## src/rtl/ecc_25_scrub_ctrl_pkg.sv

```systemverilog
// Shared types and constants for the 25-bit SEC-DED scrubber.
// Code: Hamming positions 1..30 (check bits at powers of two), parity[5] = overall parity.
package ecc_25_scrub_ctrl_pkg;

  localparam int DATA_W = 25;
  localparam int PAR_W  = 6;
  localparam int CNT_W  = 16;
  localparam int WORD_W = DATA_W + PAR_W;

  typedef enum logic [2:0] {
    ST_IDLE,
    ST_WAIT,
    ST_READ,
    ST_CHECK,
    ST_WRITE
  } scrub_state_e;

  // Hamming codeword position of data bit idx (3,5,6,7,9,... skipping powers of two)
  function automatic logic [4:0] data_pos(input int idx);
    int n;
    n = 0;
    data_pos = 5'd0;
    for (int p = 3; p < 31; p++) begin
      if ((p & (p - 1)) != 0) begin
        if (n == idx) data_pos = 5'(p);
        n++;
      end
    end
  endfunction

endpackage

```

## src/rtl/ecc_25_cal.sv

```systemverilog
// SEC-DED parity generator: five Hamming check bits plus overall parity for 25 data bits.
module ecc_25_cal
  import ecc_25_scrub_ctrl_pkg::*;
(
  input  logic [DATA_W-1:0] data,
  output logic [PAR_W-1:0]  parity
);

  logic [4:0] h;

  always_comb begin
    h = '0;
    for (int i = 0; i < DATA_W; i++) begin
      if (data[i]) h = h ^ data_pos(i);
    end
    parity = {(^data) ^ (^h), h};
  end

endmodule

```

## src/rtl/ecc_25_scrub_ctrl.sv

```systemverilog
// Background ECC scrubber: walks the RAM, corrects single-bit errors in place and
// reports double-bit errors, yielding the RAM port to user traffic at all times.
//
// state    | meaning
// ---------+--------------------------------------------------
// ST_IDLE  | scrubbing disabled
// ST_WAIT  | counting idle cycles before the next step
// ST_READ  | waiting for a free port to read scrub_ptr
// ST_CHECK | read data valid, syndrome evaluated
// ST_WRITE | waiting for a free port to write back the fix
module ecc_25_scrub_ctrl
  import ecc_25_scrub_ctrl_pkg::*;
#(
  parameter int ADDR_WIDTH     = 6,
  parameter int SCRUB_INTERVAL = 1024
) (
  input  logic                  clk,
  input  logic                  rst,
  input  logic                  scrub_en,
  input  logic                  user_re,
  input  logic                  user_we,
  input  logic [ADDR_WIDTH-1:0] user_addr,
  input  logic [WORD_W-1:0]     user_wdata,
  output logic                  ram_re,
  output logic                  ram_we,
  output logic [ADDR_WIDTH-1:0] ram_addr,
  output logic [WORD_W-1:0]     ram_wdata,
  input  logic [WORD_W-1:0]     ram_rdata,
  output logic                  scrub_busy,
  output logic                  pass_done,
  output logic                  dbit_irq,
  output logic [ADDR_WIDTH-1:0] dbit_addr,
  output logic [CNT_W-1:0]      sbit_cnt,
  output logic [CNT_W-1:0]      dbit_cnt
);

  localparam int WAIT_W = (SCRUB_INTERVAL > 1) ? $clog2(SCRUB_INTERVAL) : 1;
  localparam logic [WAIT_W-1:0]     WAIT_LOAD = WAIT_W'(SCRUB_INTERVAL - 1);
  localparam logic [ADDR_WIDTH-1:0] LAST_ADDR = '1;

  scrub_state_e state, state_nxt;
  logic [ADDR_WIDTH-1:0] scrub_ptr;
  logic [WAIT_W-1:0]     wait_cnt;
  logic [WORD_W-1:0]     word_q;

  logic [DATA_W-1:0] rd_data, fix_data;
  logic [PAR_W-1:0]  rd_par, chk_par, fix_par;
  logic [4:0]        syn;
  logic              ovr, err_single, err_double;
  logic              port_free, user_hit;
  logic              advance, latch_fix, inc_sbit, inc_dbit, load_wait;

  assign rd_data = ram_rdata[DATA_W-1:0];
  assign rd_par  = ram_rdata[WORD_W-1:DATA_W];

  ecc_25_cal u_chk (.data(rd_data),  .parity(chk_par));
  ecc_25_cal u_enc (.data(fix_data), .parity(fix_par));

  // Syndrome 31 has no codeword position, so an odd error there is uncorrectable
  assign syn        = chk_par[4:0] ^ rd_par[4:0];
  assign ovr        = (^chk_par) ^ (^rd_par);
  assign err_single = ovr && (syn != 5'd31);
  assign err_double = (!ovr && (syn != 5'd0)) || (ovr && (syn == 5'd31));

  always_comb begin
    fix_data = rd_data;
    for (int i = 0; i < DATA_W; i++) begin
      if (err_single && (syn == data_pos(i))) fix_data[i] = ~rd_data[i];
    end
  end

  assign port_free  = !user_re && !user_we;
  assign user_hit   = user_we && (user_addr == scrub_ptr);
  assign scrub_busy = (state == ST_READ) || (state == ST_CHECK) || (state == ST_WRITE);

  always_comb begin
    state_nxt = state;
    advance   = 1'b0;
    latch_fix = 1'b0;
    inc_sbit  = 1'b0;
    inc_dbit  = 1'b0;
    load_wait = 1'b0;
    case (state)
      ST_IDLE: begin
        if (scrub_en) begin
          state_nxt = ST_WAIT;
          load_wait = 1'b1;
        end
      end
      ST_WAIT: begin
        if (!scrub_en)              state_nxt = ST_IDLE;
        else if (wait_cnt == '0)    state_nxt = ST_READ;
      end
      ST_READ: begin
        if (!scrub_en)              state_nxt = ST_IDLE;
        else if (port_free)         state_nxt = ST_CHECK;
      end
      ST_CHECK: begin
        if (!scrub_en) begin
          state_nxt = ST_IDLE;
        end else if (err_double) begin
          inc_dbit = 1'b1;
          advance  = 1'b1;
        end else if (err_single) begin
          inc_sbit = 1'b1;
          if (user_hit) begin
            advance = 1'b1;
          end else begin
            latch_fix = 1'b1;
            state_nxt = ST_WRITE;
          end
        end else begin
          advance = 1'b1;
        end
      end
      ST_WRITE: begin
        if (user_hit || port_free) advance = 1'b1;
      end
      default: state_nxt = ST_IDLE;
    endcase
    if (advance) begin
      state_nxt = scrub_en ? ST_WAIT : ST_IDLE;
      load_wait = scrub_en;
    end
  end

  always_comb begin
    if (!port_free) begin
      ram_re    = user_re;
      ram_we    = user_we;
      ram_addr  = user_addr;
      ram_wdata = user_wdata;
    end else begin
      ram_re    = (state == ST_READ) && scrub_en;
      ram_we    = (state == ST_WRITE);
      ram_addr  = scrub_ptr;
      ram_wdata = word_q;
    end
  end

  always_ff @(posedge clk or posedge rst) begin
    if (rst) begin
      state     <= ST_IDLE;
      scrub_ptr <= '0;
      wait_cnt  <= '0;
      word_q    <= '0;
      sbit_cnt  <= '0;
      dbit_cnt  <= '0;
      dbit_addr <= '0;
      pass_done <= 1'b0;
      dbit_irq  <= 1'b0;
    end else begin
      state     <= state_nxt;
      pass_done <= advance && (scrub_ptr == LAST_ADDR);
      dbit_irq  <= inc_dbit;
      if (load_wait)                               wait_cnt <= WAIT_LOAD;
      else if ((state == ST_WAIT) && (wait_cnt != '0)) wait_cnt <= wait_cnt - 1'b1;
      if (advance)   scrub_ptr <= scrub_ptr + 1'b1;
      if (latch_fix) word_q    <= {fix_par, fix_data};
      if (inc_sbit && (sbit_cnt != '1)) sbit_cnt <= sbit_cnt + 1'b1;
      if (inc_dbit) begin
        if (dbit_cnt != '1) dbit_cnt <= dbit_cnt + 1'b1;
        dbit_addr <= scrub_ptr;
      end
    end
  end

endmodule
```

## config.mk

```make
export PLATFORM = sky130hd
export DESIGN_NAME = ecc_25_scrub_ctrl
export DESIGN_NICKNAME = d
export VERILOG_FILES = /design/src/rtl/ecc_25_scrub_ctrl_pkg.sv /design/src/rtl/ecc_25_cal.sv /design/src/rtl/ecc_25_scrub_ctrl.sv
export SDC_FILE = /design/constraint.sdc
export NUM_CORES = 1
export LEC_CHECK = 0
export BUFFER_PORTS_ARGS = -buffer_cell sky130_fd_sc_hd__buf_4
export CAP_MARGIN = 5
export CORE_ASPECT_RATIO = 1.75
export CORE_MARGIN = 4
export CORE_UTILIZATION = 50
export DETAILED_ROUTE_END_ITERATION = 8
export PLACE_DENSITY = 0.76
export SETUP_SLACK_MARGIN = 0.2
export SKIP_LAST_GASP = 1
export SLEW_MARGIN = 10
export SYNTH_ARGS = -nofsm -noshare
export SYNTH_HDL_FRONTEND = slang
export SYNTH_SLANG_ARGS = --single-unit
```

## constraint.sdc

```tcl
create_clock -name clk -period 7.66 [get_ports clk]
set_input_delay 1.915 -clock clk [delete_from_list [all_inputs] [get_ports clk]]
set_output_delay 1.915 -clock clk [all_outputs]
set_load 0.02 [all_outputs]
```

==> flow_summary.ini, run 1 <==
[status]
outcome = finished clean

[hold_path]
hold_class = reg -> reg

[cells_and_area]
final_cell_mix = buf_4, xnor2_1, dfrtp_1
fin_nets = 805
syn_to_final_growth_pct = 26.0
diodes = 0
fillCellCount = 950
final_common_cell = buf_4
drive_gt1_share_pct = 33.0

[cts]
cts_inserted_buffers = 9
cts_resized = 0
ctsHoldBuffers = 0
clockRootBuffer = clkbuf_16
clkLatencyLatePin_ns = 0.34
cts_tree = done
postCtsSetupBuffers = 0
clockBufferDepth = 2
cts_htree_levels = 3
clk_pin_slew_ns = 0.07
cts.sinks = 90

[sta]
hold_viol = 0
rsz0062_at_grt = no
tightest_slew_ns = 1.15
setup_viol = 0
max_freq_ghz = 0.165
hold_ws_ns = 0.503
slew_violations = 0
fin_ws_ns = 1.59
period_needed_ns = 6.07
fin_crit_sh_pct = 79.2
skew_ns = 0.00988
tns_ns = 0
maxSlewHeadroom_pct = 23.3

[setup_path]
critPathMaxStageDelay_ns = 0.81
crit_type = in -> reg
cp.required_ns = 7.89
cp_slowest_cell = xnor2_1
crit_chain = buf_4 > xnor2_1 > xnor3_1 > xnor2_1 > nand3_1 > a21boi_0 > nand2_1 > xnor3_1 > xnor3_1 > xor3_1 > xnor3_1 > mux2_4
startpoint_type = input pin
arrival_ns = 6.30
path_delay_family = XOR/XNOR gates
endpoint_kind = register
crit_path_frequent_cell = xnor3_1
cp_num_buf_inv = 1
cp_max_fo = 11

[global_routing]
grt_pass1_wl_um = 26900
grt_pass1_vias = 5184
antenna_found_initial = 0
grtUsageTotal_pct = 24.6
grt_max_degree = 61
grt-ovfl-total = 0

[logic_synthesis]
syn_nets = 657
synth-async-reset-ratio_pct = 100
avgSynthCellArea_um2 = 10.4
seq_area_frac_synth_pct = 37.4
yosysWarnings = 0
synth_top_area_cell = dfrtp_1
netlist.area_leader.share_pct = 37.4
synth_ff_type = dfrtp_1
ys_ff_latch = 90
synth.distinct_cells = 50
synth_cells = 580
synth.area.top_cells = dfrtp_1, xnor2_1, mux2_2
netlist_area_um2 = 6020
synth-edff-count = 0

[placement]
routabilityCongestion = 0.975
port_buffers = 152
hpwl_um = 13800
dp_slack_ns = 1.27

[power]
p_per_area_nw_per_um2 = 305
power_leakage_nw = 3.53
ir_worst_vdd_v = 0.000184

[routing]
via_per_inst = 5.60
dr_total_vias = 4858
wl_per_cell_um = 19.6
dr.pass1.iters = 5
dr.first_iter.drc_count = 162
totalWireLength_um = 17000
drc_errors = 0
antenna_left = 0

[die]
die_h_um = 153
ios = 153
dieWidth_um = 91.0
start_util_pct = 51.4
die_area_um2 = 13900
core_um2 = 11700
num_rows = 52

[run]
drv_cap = 0
-- sequential cells by signal, indices dropped and copies added (netlist names) --
| register | cells |
|---|---|
| word_q | 31 |
| pass_done | 1 |
| scrub_ptr | 6 |
| wait_cnt | 10 |
| dbit_addr | 6 |
| sbit_cnt | 16 |
| dbit_cnt | 16 |
| state | 3 |
| dbit_irq | 1 |
-- cell type report --
cell class / count / area (um^2) / area share (%)
clock buffers: 9 / 225 / 2.97
inverters: 10 / 38.8 / 0.511
clock inverters: 7 / 67.6 / 0.891
multi-input cells: 461 / 3660 / 48.3
repair buffers: 156 / 1170 / 15.4
well taps: 135 / 169 / 2.23
flip-flops and latches: 90 / 2250 / 29.7
-- synth_stat cells (8+ instances only) --
library cell,instances
a21oi_1,28
and3_1,9
clkbuf_1,14
dfrtp_1,90
inv_1,10
mux2_2,53
nand2_1,49
nand3_1,19
nand4_1,8
nor2_1,59
nor3_1,17
o21ai_0,8
xnor2_1,96
xnor3_1,17
xor2_1,47
-- worst register-to-register path, delay by kind of cell (launching register included) --
family,cells,cell delay [ns]
AND/OR/NAND/NOR,6,1.94
XOR/XNOR,1,0.16
flip-flops,1,0.46
-- worst paths after layout --
check,from,end,slack (ns),cells after the start
worst min register to register,dbit_cnt[10]$_DFFE_PP0P_,dbit_cnt[10]$_DFFE_PP0P_,0.50,1
worst max-delay path,ram_rdata[19],word_q[30]$_DFFE_PP0P_,1.59,12
max in group asynchronous,rst,sbit_cnt[15]$_DFFE_PP0P_,4.88,3
worst max register to register,state[1]$_DFFE_PP0P_,sbit_cnt[15]$_DFFE_PP0P_,4.99,7
worst min-delay path,dbit_cnt[10]$_DFFE_PP0P_,dbit_cnt[10]$_DFFE_PP0P_,0.50,1
min in group asynchronous,rst,sbit_cnt[11]$_DFFE_PP0P_,1.62,2
-- cells by family (layout without fill, tap and decap cells) --
family                   count (synthesis)  count (layout)  synth area share [%]
AND/OR/NAND/NOR                        182             182                  14.2
flip-flops                              90              90                  37.4
AO/OA/AOI/OAI                           53              53                  5.49
buffers and inverters                   29             182                  2.02
multiplexers                            54              54                  10.2
XOR/XNOR                               168             168                  29.9
adder cells (fa/ha/maj)                  4               4                 0.831
-- per-stage QoR --
step | total power, W | util, % | std cells | area [um^2]
global placement | 0.00187 | 62.3 | 852 | 7290
finish | 0.00231 | 64.8 | 868 | 7580
floorplan | 0.00155 | - | 580 | 6020
detailed placement | 0.00189 | 62.3 | 852 | 7290
global route | 0.00246 | 64.8 | 868 | 7580
CTS | 0.00232 | 64.8 | 868 | 7580
-- power by group --
group          switching, W  internal [W]
Sequential        0.0000882      0.000588
Clock              0.000203      0.000229
Combinational      0.000644      0.000561
-- routing by layer --
layer | wire length (um) | track usage, %
met1 | 5720 | 24.6
met5 | 0 | 0
met4 | 826 | 13.0
met3 | 753 | 3.69
met2 | 9720 | 47.4
Note: power is estimated with default switching activity, not from simulation.
==> run 2, diff against run 1 <==
--- a/config.mk
+++ b/config.mk
@@ -5,13 +5,14 @@
 export SDC_FILE = /design/constraint.sdc
 export NUM_CORES = 1
 export LEC_CHECK = 0
+export ABC_AREA = 1
 export BUFFER_PORTS_ARGS = -buffer_cell sky130_fd_sc_hd__buf_4
 export CAP_MARGIN = 5
 export CORE_ASPECT_RATIO = 1.75
 export CORE_MARGIN = 4
 export CORE_UTILIZATION = 50
 export DETAILED_ROUTE_END_ITERATION = 8
-export PLACE_DENSITY = 0.76
+export PLACE_DENSITY = 0.73
 export SETUP_SLACK_MARGIN = 0.2
 export SKIP_LAST_GASP = 1
 export SLEW_MARGIN = 10
==> constraint.sdc (replaced) <==
create_clock -name clk -period 6.11 [get_ports clk]
set_input_delay 1.5275 -clock clk [delete_from_list [all_inputs] [get_ports clk]]
set_output_delay 1.5275 -clock clk [all_outputs]
set_load 0.02 [all_outputs]
==> run 2 against run 1 <==
  * Power increased by 16%
  * Final cell count grew 96%
  * Register-to-register slack got worse by 2.3 ns
  * Design area is 25% higher
==> flow_summary.ini, run 2 <==
[sta]
hold_viol = 0
maxSlewHeadroom_pct = 37.1
setup_viol = 0
tns_ns = 0
max_freq_ghz = 0.204
rsz0062_at_grt = no
slew_violations = 0
period_needed_ns = 4.90
fin_ws_ns = 1.21
fin_crit_sh_pct = 80.2
tightest_slew_ns = 0.937
skew_ns = 0.0101

[placement]
placed_cell_area_um2 = 9190
routabilityCongestion = 1.02
dp_slack_ns = 0.952
post-place-cells = 1685
hpwl_um = 21100
port_buffers = 152

[cells_and_area]
regMostFlops = word_q
layout.cells.non_filler = 1701
syn_to_final_growth_pct = 19.3
diodes = 0
final_common_cell = nand2_1
largestRegisters = word_q: 31 flops, dbit_cnt: 16 flops, sbit_cnt: 16 flops
fin_nets = 1587
final_cell_mix = nand2_1, buf_4, nand3_1
largest_reg_flops = 31
design_area_um2 = 9500
drive_gt1_share_pct = 15.1

[setup_path]
startpoint_type = input pin
endpoint_kind = register
path_delay_family = simple AND/OR/NAND/NOR gates
cp_num_buf_inv = 5
crit_type = in -> reg
cp_max_fo = 29
critPathMaxStageDelay_ns = 0.34
cp_slowest_cell = buf_4
cp.required_ns = 6.33
crit_path_frequent_cell = nand2_1
arrival_ns = 5.12

[cts]
postCtsSetupBuffers = 0
cts_tree = done
clk_pin_slew_ns = 0.06
cts_resized = 0
clockRootBuffer = clkbuf_16
cts.sinks = 90
clockBufferDepth = 2
clkLatencyLatePin_ns = 0.34
cts_inserted_buffers = 9
cts_htree_levels = 3
ctsHoldBuffers = 0

[power]
clkPwrFrac_pct = 21.1
p_int_w = 0.00151
p_comb_share_pct = 46.4
ir_worst_vdd_v = 0.000195
p_sw_w = 0.00118
swShare_pct = 44.0
power_leakage_nw = 5.57
p_per_area_nw_per_um2 = 283
p_seq_share_pct = 32.6

[logic_synthesis]
yosysWarnings = 0
synth-async-reset-ratio_pct = 100
avgSynthCellArea_um2 = 5.80
synth_top_area_cell = nand2_1
netlist.area_leader.share_pct = 32.6
synth_ff_type = dfrtp_1
synth_cells = 1374
ys_ff_latch = 90
synth.area.top_cells = nand2_1, dfrtp_1, nand3_1
synth.most_common_cell = nand2_1
synth.distinct_cells = 40
synth-edff-count = 0
seq_area_frac_synth_pct = 28.3
syn_nets = 1451
ys_top_cells_by_count = nand2_1, nand3_1, inv_1, dfrtp_1, nor2_1
netlist_area_um2 = 7960

[status]
outcome = finished clean

[routing]
dr_wl_met3_um = 1070
dr.first_iter.drc_count = 322
dr_wl_met2_um = 13000
wirelength_met1_um = 9140
dr_total_vias = 8957
totalWireLength_um = 25400
wl_per_cell_um = 14.9
dr.pass1.iters = 5
antenna_left = 0
top_layer = met4
drc_errors = 0
via_per_inst = 5.27

[run]
drv_cap = 0

[global_routing]
grt_pass1_vias = 8344
antenna_found_initial = 0
grt_pass1_wl_um = 40500
grtUsageTotal_pct = 28.4
grt_max_degree = 61
grt-ovfl-total = 0

[die]
start_util_pct = 51.2
num_rows = 60
ios = 153
core_um2 = 15500
die_area_um2 = 18100
dieWidth_um = 103
die_h_um = 175

[hold_path]
hold_class = reg -> reg
run 2: changes by cell type after synthesis, moves of 44 or more:
cell / before / now
o21ai_0: 8 / 52
nand3_1: 19 / 136
inv_1: 10 / 122
nand2_1: 49 / 692
xnor2_1: 96 / 17
mux2_2: 53 / 0
run 2: layer usage:
metal / track usage, % / vias up
met1: 29.4 / 4050
met2: 50.3 / 266
met4: 22.0 / 0
li1: - / 4555
met3: 2.64 / 86
met5: 0 / -
run 2: cells by family after synthesis:
kind of cell,Yosys count,share of synthesized area [%]
compound gates,64,4.26
xor+xnor,53,6.11
fa+ha+maj,4,0.629
buf+inv,173,9.02
flops,90,28.3
simple gates,990,51.7
run 2: power groups by stage:
stage,Sequential [W],Combinational (W),Clock (W)
2_1_floorplan,0.000889,0.000855,0
3_3_place_gp,0.000875,0.00122,0
3_5_place_dp,0.000883,0.00124,0
4_1_cts,0.000874,0.00125,0.000578
5_1_grt,0.000897,0.00141,0.000607
6_report,0.000876,0.00125,0.000567
run 2: tightest hold or removal path: stages (launching register included):
cell and delay (ns):
dfrtp_1 0.34, nand2_1 0.05, o21ai_0 0.05
run 2: layout make-up:
cell class | count | area [um^2]
fill | 1549 | 6040
multi-input combinational | 1111 | 4990
sequential | 90 | 2250
timing repair buffer | 156 | 1170
inverter | 142 | 537
clock buffer | 10 | 239
tap | 186 | 233
clock inverter | 6 | 75.1
run 2: metrics by stage:
stage          hold slack, ns  util (%)  total power, W
2_1_floorplan           0.449         -         0.00174
3_3_place_gp            0.465      59.1         0.00209
3_5_place_dp            0.475      59.1         0.00212
4_1_cts                 0.490      61.1         0.00270
5_1_grt                 0.504      61.1         0.00291
6_report                0.482      61.1         0.00269
run 2: path summary, 6_finish.rpt:
| kind | startpoint | endpoint | slack [ns] | cells after the start |
|---|---|---|---|---|
| max | ram_rdata[13] | word_q[30]$_DFFE_PP0P_ | 1.21 | 29 |
| min | word_q[16]$_DFFE_PP0P_ | word_q[16]$_DFFE_PP0P_ | 0.48 | 2 |
| max reg2reg | scrub_ptr[1]$_DFFE_PP0P_ | word_q[13]$_DFFE_PP0P_ | 2.69 | 14 |
| min reg2reg | word_q[16]$_DFFE_PP0P_ | word_q[16]$_DFFE_PP0P_ | 0.48 | 2 |
| max in group asynchronous | rst | word_q[16]$_DFFE_PP0P_ | 3.76 | 3 |
| min in group asynchronous | rst | dbit_cnt[15]$_DFFE_PP0P_ | 1.23 | 2 |
